`config.mk`:
```
export PLATFORM = sky130hd
export DESIGN_NAME = hdng_pid
export DESIGN_NICKNAME = d
export VERILOG_FILES = /design/src/rtl/hdng_pid.sv
export SDC_FILE = /design/constraint.sdc
export NUM_CORES = 1
export LEC_CHECK = 0
export CAP_MARGIN = 10
export CORE_ASPECT_RATIO = 1.2
export CORE_MARGIN = 2
export CORE_UTILIZATION = 30
export DETAILED_ROUTE_END_ITERATION = 6
export PLACE_DENSITY = 0.42
export SLEW_MARGIN = 40
export SYNTH_ARGS = -nofsm -noshare
export SYNTH_HDL_FRONTEND = slang
export SYNTH_SLANG_ARGS = --single-unit
```
`constraint.sdc`:
```
create_clock -name clk -period 5.6 [get_ports clk]
set_clock_uncertainty 0.05 [all_clocks]
set_input_delay 0.84 -clock clk [delete_from_list [all_inputs] [get_ports clk]]
set_output_delay 0.84 -clock clk [all_outputs]
set_load 0.02 [all_outputs]
```
`src/rtl/hdng_pid.sv`:
```
// Heading PID controller: wrapped heading error -> P/I/D correction -> left/right wheel commands.
// Optional derivative path enabled by defining HDNG_PID_DTERM_EN; 3-cycle sample-to-command pipeline.
module hdng_pid #(
  parameter logic [10:0] FRWRD_MAX   = 11'h2A0,
  parameter logic [7:0]  FRWRD_INC   = 8'h18,
  parameter logic [3:0]  P_COEFF     = 4'h3,
  parameter logic [3:0]  D_COEFF     = 4'h6,
  parameter logic [8:0]  AT_HDNG_THR = 9'h030
) (
  input  logic        clk,
  input  logic        rst,
  input  logic        moving,
  input  logic        hdng_vld,
  input  logic [11:0] dsrd_hdng,
  input  logic [11:0] actl_hdng,
  output logic [11:0] lft_spd,
  output logic [11:0] rght_spd,
  output logic        spd_vld,
  output logic        at_hdng
);

  // Stage registers
  logic               v1, v2;
  logic               mv1, mv2;
  logic signed [9:0]  err1;
  logic [10:0]        frwrd, f2;
  logic signed [13:0] p_reg;
  logic signed [11:0] d_reg;
  logic signed [15:0] integ;

  // Stage 1: wrapped error, saturation, threshold, forward ramp
  logic signed [11:0] err12;
  logic [12:0]        err_abs;
  logic signed [9:0]  err_sat;
  logic               at_nxt;
  logic [11:0]        frwrd_up, frwrd_step;
  logic [10:0]        frwrd_nxt;

  always_comb begin
    err12      = signed'(actl_hdng - dsrd_hdng);
    err_abs    = err12[11] ? 13'(-13'(err12)) : 13'(err12);
    at_nxt     = err_abs < 13'(AT_HDNG_THR);
    err_sat    = err12[9:0];
    if (err12 > 12'sd511)       err_sat = 10'sd511;
    else if (err12 < -12'sd512) err_sat = -10'sd512;
    frwrd_up   = 12'(frwrd) + 12'(FRWRD_INC);
    frwrd_step = 12'(FRWRD_INC) << 1;
    if (moving)
      frwrd_nxt = (frwrd_up > 12'(FRWRD_MAX)) ? FRWRD_MAX : frwrd_up[10:0];
    else
      frwrd_nxt = (12'(frwrd) < frwrd_step) ? 11'd0 : 11'(12'(frwrd) - frwrd_step);
  end

  // Stage 2: proportional product and saturating integrator
  logic signed [13:0] p_nxt;
  logic signed [16:0] integ_sum;
  logic signed [15:0] integ_nxt;

  always_comb begin
    p_nxt     = 14'(err1) * 14'(signed'({1'b0, P_COEFF}));
    integ_sum = 17'(integ) + 17'(err1);
    integ_nxt = integ_sum[15:0];
    if (integ_sum > 17'sd32767)       integ_nxt = 16'sh7FFF;
    else if (integ_sum < -17'sd32768) integ_nxt = 16'sh8000;
  end

`ifdef HDNG_PID_DTERM_EN
  logic signed [9:0]  prev_err;
  logic signed [10:0] diff;
  logic signed [7:0]  diff_sat;
  logic signed [11:0] d_nxt;

  always_comb begin
    diff     = 11'(err1) - 11'(prev_err);
    diff_sat = diff[7:0];
    if (diff > 11'sd127)       diff_sat = 8'sd127;
    else if (diff < -11'sd128) diff_sat = -8'sd128;
    d_nxt    = 12'(diff_sat) * 12'(signed'({1'b0, D_COEFF}));
  end

  always_ff @(posedge clk) begin
    if (rst) begin
      prev_err <= '0;
      d_reg    <= '0;
    end else if (v1) begin
      prev_err <= err1;
      d_reg    <= d_nxt;
    end
  end
`else
  // Derivative term absent; coefficient kept only so the parameter list is build-independent.
  assign d_reg = 12'(D_COEFF) & 12'h000;
`endif

  // Stage 3: combine terms and clamp symmetric wheel commands
  logic signed [13:0] sum;
  logic signed [10:0] pid;
  logic signed [12:0] lft_raw, rght_raw;

  function automatic logic [11:0] sat12(input logic signed [12:0] x);
    if (x > 13'sd2047)       return 12'h7FF;
    else if (x < -13'sd2047) return 12'h801;
    else                     return x[11:0];
  endfunction

  always_comb begin
    sum      = p_reg + 14'(d_reg) + 14'(signed'(integ[15:4]));
    pid      = mv2 ? 11'(sum >>> 3) : 11'sd0;
    lft_raw  = 13'(signed'({2'b00, f2})) + 13'(pid);
    rght_raw = 13'(signed'({2'b00, f2})) - 13'(pid);
  end

  // Each stage advances only on its valid token; forward speed travels with its sample.
  always_ff @(posedge clk) begin
    if (rst) begin
      v1       <= 1'b0;
      v2       <= 1'b0;
      spd_vld  <= 1'b0;
      at_hdng  <= 1'b0;
      mv1      <= 1'b0;
      mv2      <= 1'b0;
      err1     <= '0;
      frwrd    <= '0;
      f2       <= '0;
      p_reg    <= '0;
      integ    <= '0;
      lft_spd  <= '0;
      rght_spd <= '0;
    end else begin
      v1      <= hdng_vld;
      v2      <= v1;
      spd_vld <= v2;
      if (hdng_vld) begin
        err1    <= err_sat;
        mv1     <= moving;
        at_hdng <= at_nxt;
        frwrd   <= frwrd_nxt;
      end
      if (v1) begin
        p_reg <= p_nxt;
        integ <= mv1 ? integ_nxt : 16'sd0;
        mv2   <= mv1;
        f2    <= frwrd;
      end
      if (v2) begin
        lft_spd  <= sat12(lft_raw);
        rght_spd <= sat12(rght_raw);
      end
    end
  end

endmodule

```
==> results of run 1 <==
cell usage after synthesis, drive strengths merged, types with 6 or more instances:
| master | number | area (µm²) |
|---|---|---|
| nor2 | 92 | 345 |
| a311oi | 7 | 61.3 |
| a211oi | 29 | 245 |
| buf | 9 | 73.8 |
| o31ai | 6 | 50.1 |
| inv | 49 | 189 |
| nand2b | 14 | 87.6 |
| or3 | 6 | 37.5 |
| nand3 | 17 | 85.1 |
| o32ai | 11 | 96.3 |
| mux2i | 18 | 180 |
| o21a | 10 | 76.3 |
| xor2 | 23 | 201 |
| dfxtp | 85 | 1700 |
| ha | 86 | 1080 |
| nand2 | 67 | 251 |
| nor2b | 13 | 81.3 |
| a21o | 23 | 173 |
| o21ai | 32 | 160 |
| a21oi | 54 | 278 |
| a31oi | 8 | 50.1 |
| clkbuf | 28 | 116 |
| nor3 | 18 | 95.1 |
| nand3b | 6 | 45.0 |
| xnor2 | 39 | 342 |
| o21bai | 10 | 75.1 |
| and2 | 9 | 60.1 |
| o211ai | 15 | 113 |
critical path: stages, from the launching register on:
cell and delay, ns:
dfxtp_1 0.33, ha_1 0.34, a21oi_2 0.26, a21oi_1 0.17
nand2b_1 0.17, a21o_1 0.20, a21o_1 0.20, a21oi_1 0.17
xnor2_1 0.15, nand2_1 0.08, ha_1 0.44, nor2b_1 0.21
a211oi_2 0.29, o311ai_1 0.19, or4_1 0.46, nor4_2 0.37
nand3_1 0.15, a211oi_2 0.32, nor3b_2 0.15, o32ai_1 0.30
metrics by stage:
step / cells / setup slack (ns)
6_report: 1239 / 0.501
5_1_grt: 1239 / 0.0908
4_1_cts: 1239 / 0.397
3_5_place_dp: 1223 / 0.426
3_3_place_gp: 1223 / 0.485
2_1_floorplan: 877 / 1.04
placed cells by master, fill, tap and decap left out, types with 7 or more instances in the layout:
| cell type | instances |
|---|---|
| xor2_1 | 23 |
| nand2_1 | 67 |
| buf_4 | 11 |
| a21o_1 | 23 |
| clkdlybuf4s50_1 | 52 |
| mux2i_1 | 18 |
| inv_1 | 48 |
| nand2b_1 | 14 |
| clkbuf_16 | 9 |
| ha_1 | 86 |
| o32ai_1 | 11 |
| nor2b_1 | 13 |
| o21ai_0 | 28 |
| nand3_1 | 17 |
| a211oi_1 | 25 |
| a21oi_1 | 52 |
| o21bai_1 | 10 |
| nor3_1 | 17 |
| xnor2_1 | 39 |
| a311oi_1 | 7 |
| o21a_1 | 9 |
| o211ai_1 | 15 |
| nor2_1 | 91 |
| a31oi_1 | 8 |
| dfxtp_1 | 85 |
logic make-up (layout without fill, tap and decap cells):
kind of cell               count (synthesis)  in the layout  share of synthesized area [%]
xor gates and xnor gates                  62             62                           7.55
DFF                                       85             85                           23.7
adders and majority gates                 90             90                           15.9
and+or+nand+nor                          280            280                           19.3
AOI/OAI and AO/OA                        255            255                           25.6
muxes                                     19             19                           2.72
buffers and inverters                     86            128                           5.27
layout make-up:
| class | count | area (µm²) | area share, % |
|---|---|---|---|
| Multi-Input combinational cell | 706 | 5120 | 61.3 |
| Sequential cell | 85 | 1700 | 20.4 |
| Timing Repair Buffer | 63 | 603 | 7.22 |
| Tap cell | 320 | 400 | 4.79 |
| Clock buffer | 11 | 253 | 3.03 |
| Inverter | 49 | 189 | 2.26 |
| Clock inverter | 5 | 82.6 | 0.989 |
layer usage:
layer  share of wire [%]  wire (µm)
met2                  52      10100
met3                 1.9        372
met5                   0          0
met4                 2.4        457
met1                  44       8490
worst max path at each step:
stage                        endpoint  slack, ns  cells past startpoint
after floorplan           rght_spd[1]       1.04                     20
after global placement     lft_spd[8]       0.49                     19
after detailed placement   lft_spd[6]       0.43                     19
after CTS                  lft_spd[6]       0.40                     19
after global routing       lft_spd[6]       0.09                     19
final                      lft_spd[6]       0.50                     19
power by group through the flow:
| stage | clock, mW | sequential, mW | combinational (mW) |
|---|---|---|---|
| 5_1_grt | 0.736 | 0.745 | 0.835 |
| 3_5_place_dp | 0 | 0.752 | 0.739 |
| 4_1_cts | 0.711 | 0.738 | 0.744 |
| 6_report | 0.684 | 0.736 | 0.736 |
| 2_1_floorplan | 0 | 0.713 | 0.583 |
| 3_3_place_gp | 0 | 0.752 | 0.746 |
==> results.toml, run 1 <==
[floorplan]
dieArea_mm2 = 0.0252
die_w_um = 145
rows = 62
start_util_pct = 30.3
die_h_um = 174
num_io_pins = 54
core_area_mm2 = 0.0237

[placed_design]
dpl_cell_area_mm2 = 0.00801
dpl.hpwl_um = 15400
gp_congestion = 0.804
portBuffers = 53

[sta]
hold_viol = 0
fin_hold_ws_ns = 0.408
period_needed_ns = 5.10
tns_ns = 0
rsz0062_at_grt = "false"
fmax_mhz = 196
drv_slew = 0
fin_crit_sh_pct = 91.1
max_slew.worst_pin.slew_ns = 0.826
slew_headroom_pct = 43.4
finalSetupViolations = 0

[setup_path]
rr_worst_depth = 19
r2r_setup_slack_ns = 0.50
critPathCaptureType = "register"
crit_path_start_kind = "register"
r2r_start = "integ[6]"
crit_start = "integ[6]"
r2r-end = "lft_spd[6]"
cp_max_fo = 11
arrival_ns = 5.30
cp.required_ns = 5.80
critPathKind = "reg2reg"

[grt]
use_met3_pct = 1.95
grt_use_total_pct = 15.9
grt_first_pass_wirelength_um = 32700
grt_max_degree = 42
antenna_found_initial = 0
grt_pass1_vias = 6335
grt.busiest_layer = "met2"
grt_overflow_total = 0
grt.met1_usage_pct = 18.4
grt.met2_usage_pct = 29.9

[cells_and_area]
drive_gt1_share_pct = 5.98
largest_reg_flops = 16
area_delta_synth_final_pct = 16.2
fillers = 2558
final_nets = 1031
n_antenna_cell = 0
postLayoutCoreUtil_pct = 35.2
design_area_mm2 = 0.00835

[power]
clockPowerShare_pct = 31.7
finalPower_mw = 2.15
seq_power_share_pct = 34.1
peakVddDrop_mv = 0.127
p_sw_mw = 0.755
p_comb_share_pct = 34.1
power.leakage_nw = 3.56
intPower_mw = 1.40
swShare_pct = 35.0
p_per_area_mw_per_mm2 = 258

[detailed_routing]
wirelength_um = 19400
dr_total_vias = 6300
drc_errors = 0
viasPerCell = 5.08
wire_per_inst_um = 15.7
first_pass_iters = 4
ant_nets = 0
drt-initial-drc-count = 148

[clock_tree]
cts_buffers = 9
h-tree-depth = 3
ctsHoldBuffers = 0
clockBufferDepth = 2
clock_latency_ns = 0.36
cts_root_buf = "clkbuf_16"
post_cts_buffers = 0
clock_sinks = 85
clk_pin_slew_ns = 0.07
cts_tree = "yes"
ctsResizeCount = 0

[synth]
synth_seq_cells = 85
syn-cell-area_mm2 = 0.00719
yosysSeqAreaShare_pct = 23.7
synth-async-reset-ratio_pct = 0
ys_warn_count = 0
syn_avg_cell_area_um2 = 8.20
synth_flop_cell = "dfxtp_1"
synthDistinctLibCells = 93
synth_edf_count = 0
synth_nets = 994
synthCells = 877

[run_status]
outcome = "finished clean"

[hold_path]
worstHoldStart = "integ[2]"
worstHoldPathCells = 2
hold_path_class = "reg2reg"
hold_path_end = "integ[2]"

[flow_run]
cap_violations = 0
Note: power is estimated with default switching activity, not from simulation.
==> run 2: changes to the inputs <==
--- a/config.mk
+++ b/config.mk
@@ -13,2 +13,3 @@
 export PLACE_DENSITY = 0.42
+export SKIP_LAST_GASP = 1
 export SLEW_MARGIN = 40
==> constraint.sdc (replaced) <==
create_clock -name clk -period 5.6 [get_ports clk]
set_clock_uncertainty 0.05 [all_clocks]
set_input_delay 1.12 -clock clk [delete_from_list [all_inputs] [get_ports clk]]
set_output_delay 1.12 -clock clk [all_outputs]
set_load 0.02 [all_outputs]
==> run 2 against run 1 <==
Effect of this change: setup slack better by 0.040 ns; critical path depth stayed put; clock power is 5.8% higher; worst hold slack better by 0.0018 ns; via count is 0.13% higher; global-route usage is 0.18 points lower; combinational power hardly changed; non-clock buffer count stayed put; sequential share of layout area hardly changed; final cell count stayed put.
==> results.toml, run 2 (synthesized netlist as in run 1, its figures left out) <==
[placed_design]
gp_congestion = 0.803
dpl.hpwl_um = 15400
pre_cts_ws_ns = 0.445
placed_cells = 1223
portBuffers = 53

[grt]
grt_overflow_total = 0
antenna_found_initial = 0
grt_first_pass_wirelength_um = 32300
grt_max_degree = 43
grt_pass1_vias = 6216
grt_use_total_pct = 15.7

[run_status]
outcome = "finished clean"

[floorplan]
die_w_um = 145
dieArea_mm2 = 0.0252
core_area_mm2 = 0.0237
num_io_pins = 54
rows = 62
die_h_um = 174
start_util_pct = 30.3

[clock_tree]
h-tree-depth = 3
cts_root_buf = "clkbuf_16"
clock_latency_ns = 0.35
clock_sinks = 85
cts_tree = "yes"
clk_pin_slew_ns = 0.07
clockBufferDepth = 2
post_cts_buffers = 0
cts_buffers = 9

[detailed_routing]
drt-initial-drc-count = 223
ant_nets = 0
wirelength_um = 19400
first_pass_iters = 5
viasPerCell = 5.09
dr_total_vias = 6308
drc_errors = 0
wire_per_inst_um = 15.6

[cells_and_area]
n_antenna_cell = 0
final_nets = 1031
area_delta_synth_final_pct = 16.4
final_cells = 1239
multi_input_area_mm2 = 0.00512
largest_reg_flops = 16
final_cell_mix = "nor2_1 (91), ha_1 (86), dfxtp_1 (85)"
final_common_cell = "nor2_1"
fillers = 2566
seq_area_mm2 = 0.00170
postLayoutCoreUtil_pct = 35.2
drive_gt1_share_pct = 5.88

[hold_path]
worstHoldStart = "integ[2]"
hold_path_class = "reg2reg"

[sta]
period_needed_ns = 5.06
rsz0062_at_grt = "false"
hold_viol = 0
tns_ns = 0
finalSetupViolations = 0
fin_hold_ws_ns = 0.410
slew_headroom_pct = 45.3
fin_crit_sh_pct = 90.3
drv_slew = 0
postLayoutSetupSlackWorst_ns = 0.541
max_slew.worst_pin.slew_ns = 0.797
fmax_mhz = 198

[setup_path]
critPathKind = "reg2reg"
arrival_ns = 5.27
critPathCaptureType = "register"
cpLargestDelayFamily = "compound AO/OA/AOI/OAI gates"
crit_start = "p_reg[2]"
r2r_start = "p_reg[2]"
r2r_setup_slack_ns = 0.54
slowest_delay_ns = 0.45
cpMaxStageDelayCell = "or4_1"
cp.required_ns = 5.81
path_cells = "ha_1 > a21oi_2 > a21oi_1 > nand2b_1 > a21o_1 > a21o_1 > a21oi_1 > xnor2_1 > nand2_1 > ha_1 > nor2b_1 > a211oi_2 > o311ai_1 > or4_1 > nor4_2 > nand3_1 > a211oi_2 > nor3b_2 > o32ai_1"
crit_path_start_kind = "register"
path_buf_inv = 0
cp_max_fo = 11

[flow_run]
cap_violations = 0

[power]
p_per_area_mw_per_mm2 = 262
peakVddDrop_mv = 0.109
power.leakage_nw = 3.56
## run 2: routing by layer
layer | vias to the layer above | routed length (µm) | global-route usage [%]
li1 | 3275 | - | -
met1 | 2935 | 8420 | 17.9
met2 | 78 | 10300 | 30.4
met3 | 20 | 288 | 1.29
met4 | 0 | 415 | 5.27
met5 | - | 0 | 0
## run 2: final cells by class
cell class / count / share of cell area, %
multi-input cells: 706 / 61.2
repair buffers: 63 / 7.21
inverters: 49 / 2.26
clock inverters: 5 / 1.27
well taps: 320 / 4.79
clock buffers: 11 / 2.90
flip-flops and latches: 85 / 20.3
## run 2: worst reg2reg max path, stage by stage (launching register included)
cell	delay (ns)
dfxtp_1	0.32
ha_1	0.36
a21oi_2	0.27
a21oi_1	0.17
nand2b_1	0.17
a21o_1	0.20
a21o_1	0.20
a21oi_1	0.17
xnor2_1	0.15
nand2_1	0.08
ha_1	0.44
nor2b_1	0.22
a211oi_2	0.27
o311ai_1	0.19
or4_1	0.45
nor4_2	0.35
nand3_1	0.14
a211oi_2	0.32
nor3b_2	0.16
o32ai_1	0.29
## run 2: worst paths after layout
| check | end | cells after the start |
|---|---|---|
| max | lft_spd[8] | 19 |
| min | integ[2] | 2 |
| max reg2reg | lft_spd[8] | 19 |
| min reg2reg | integ[2] | 2 |
## run 2: report_power, final
part	internal [mW]	switching, mW
Sequential	0.655	0.0796
Clock	0.451	0.273
Combinational	0.328	0.408
## run 2: metrics by stage
step / power, mW / area (µm²)
after floorplan: 1.30 / 7190
after global placement: 1.50 / 8000
after detailed placement: 1.49 / 8010
after CTS: 2.23 / 8360
after global routing: 2.34 / 8360
final: 2.19 / 8360
## run 2: what timing repair did
item                       4_1_cts  5_1_grt
hold buffers                     0        0
setup endpoints to repair        0        2
gates resized for setup          0        1
==> run 3: changes to the inputs <==
SETUP_SLACK_MARGIN = 0.1   (was unset)
==> results of run 3 <==
No change in the layout: final DEF, timing and power equal those of run 2.
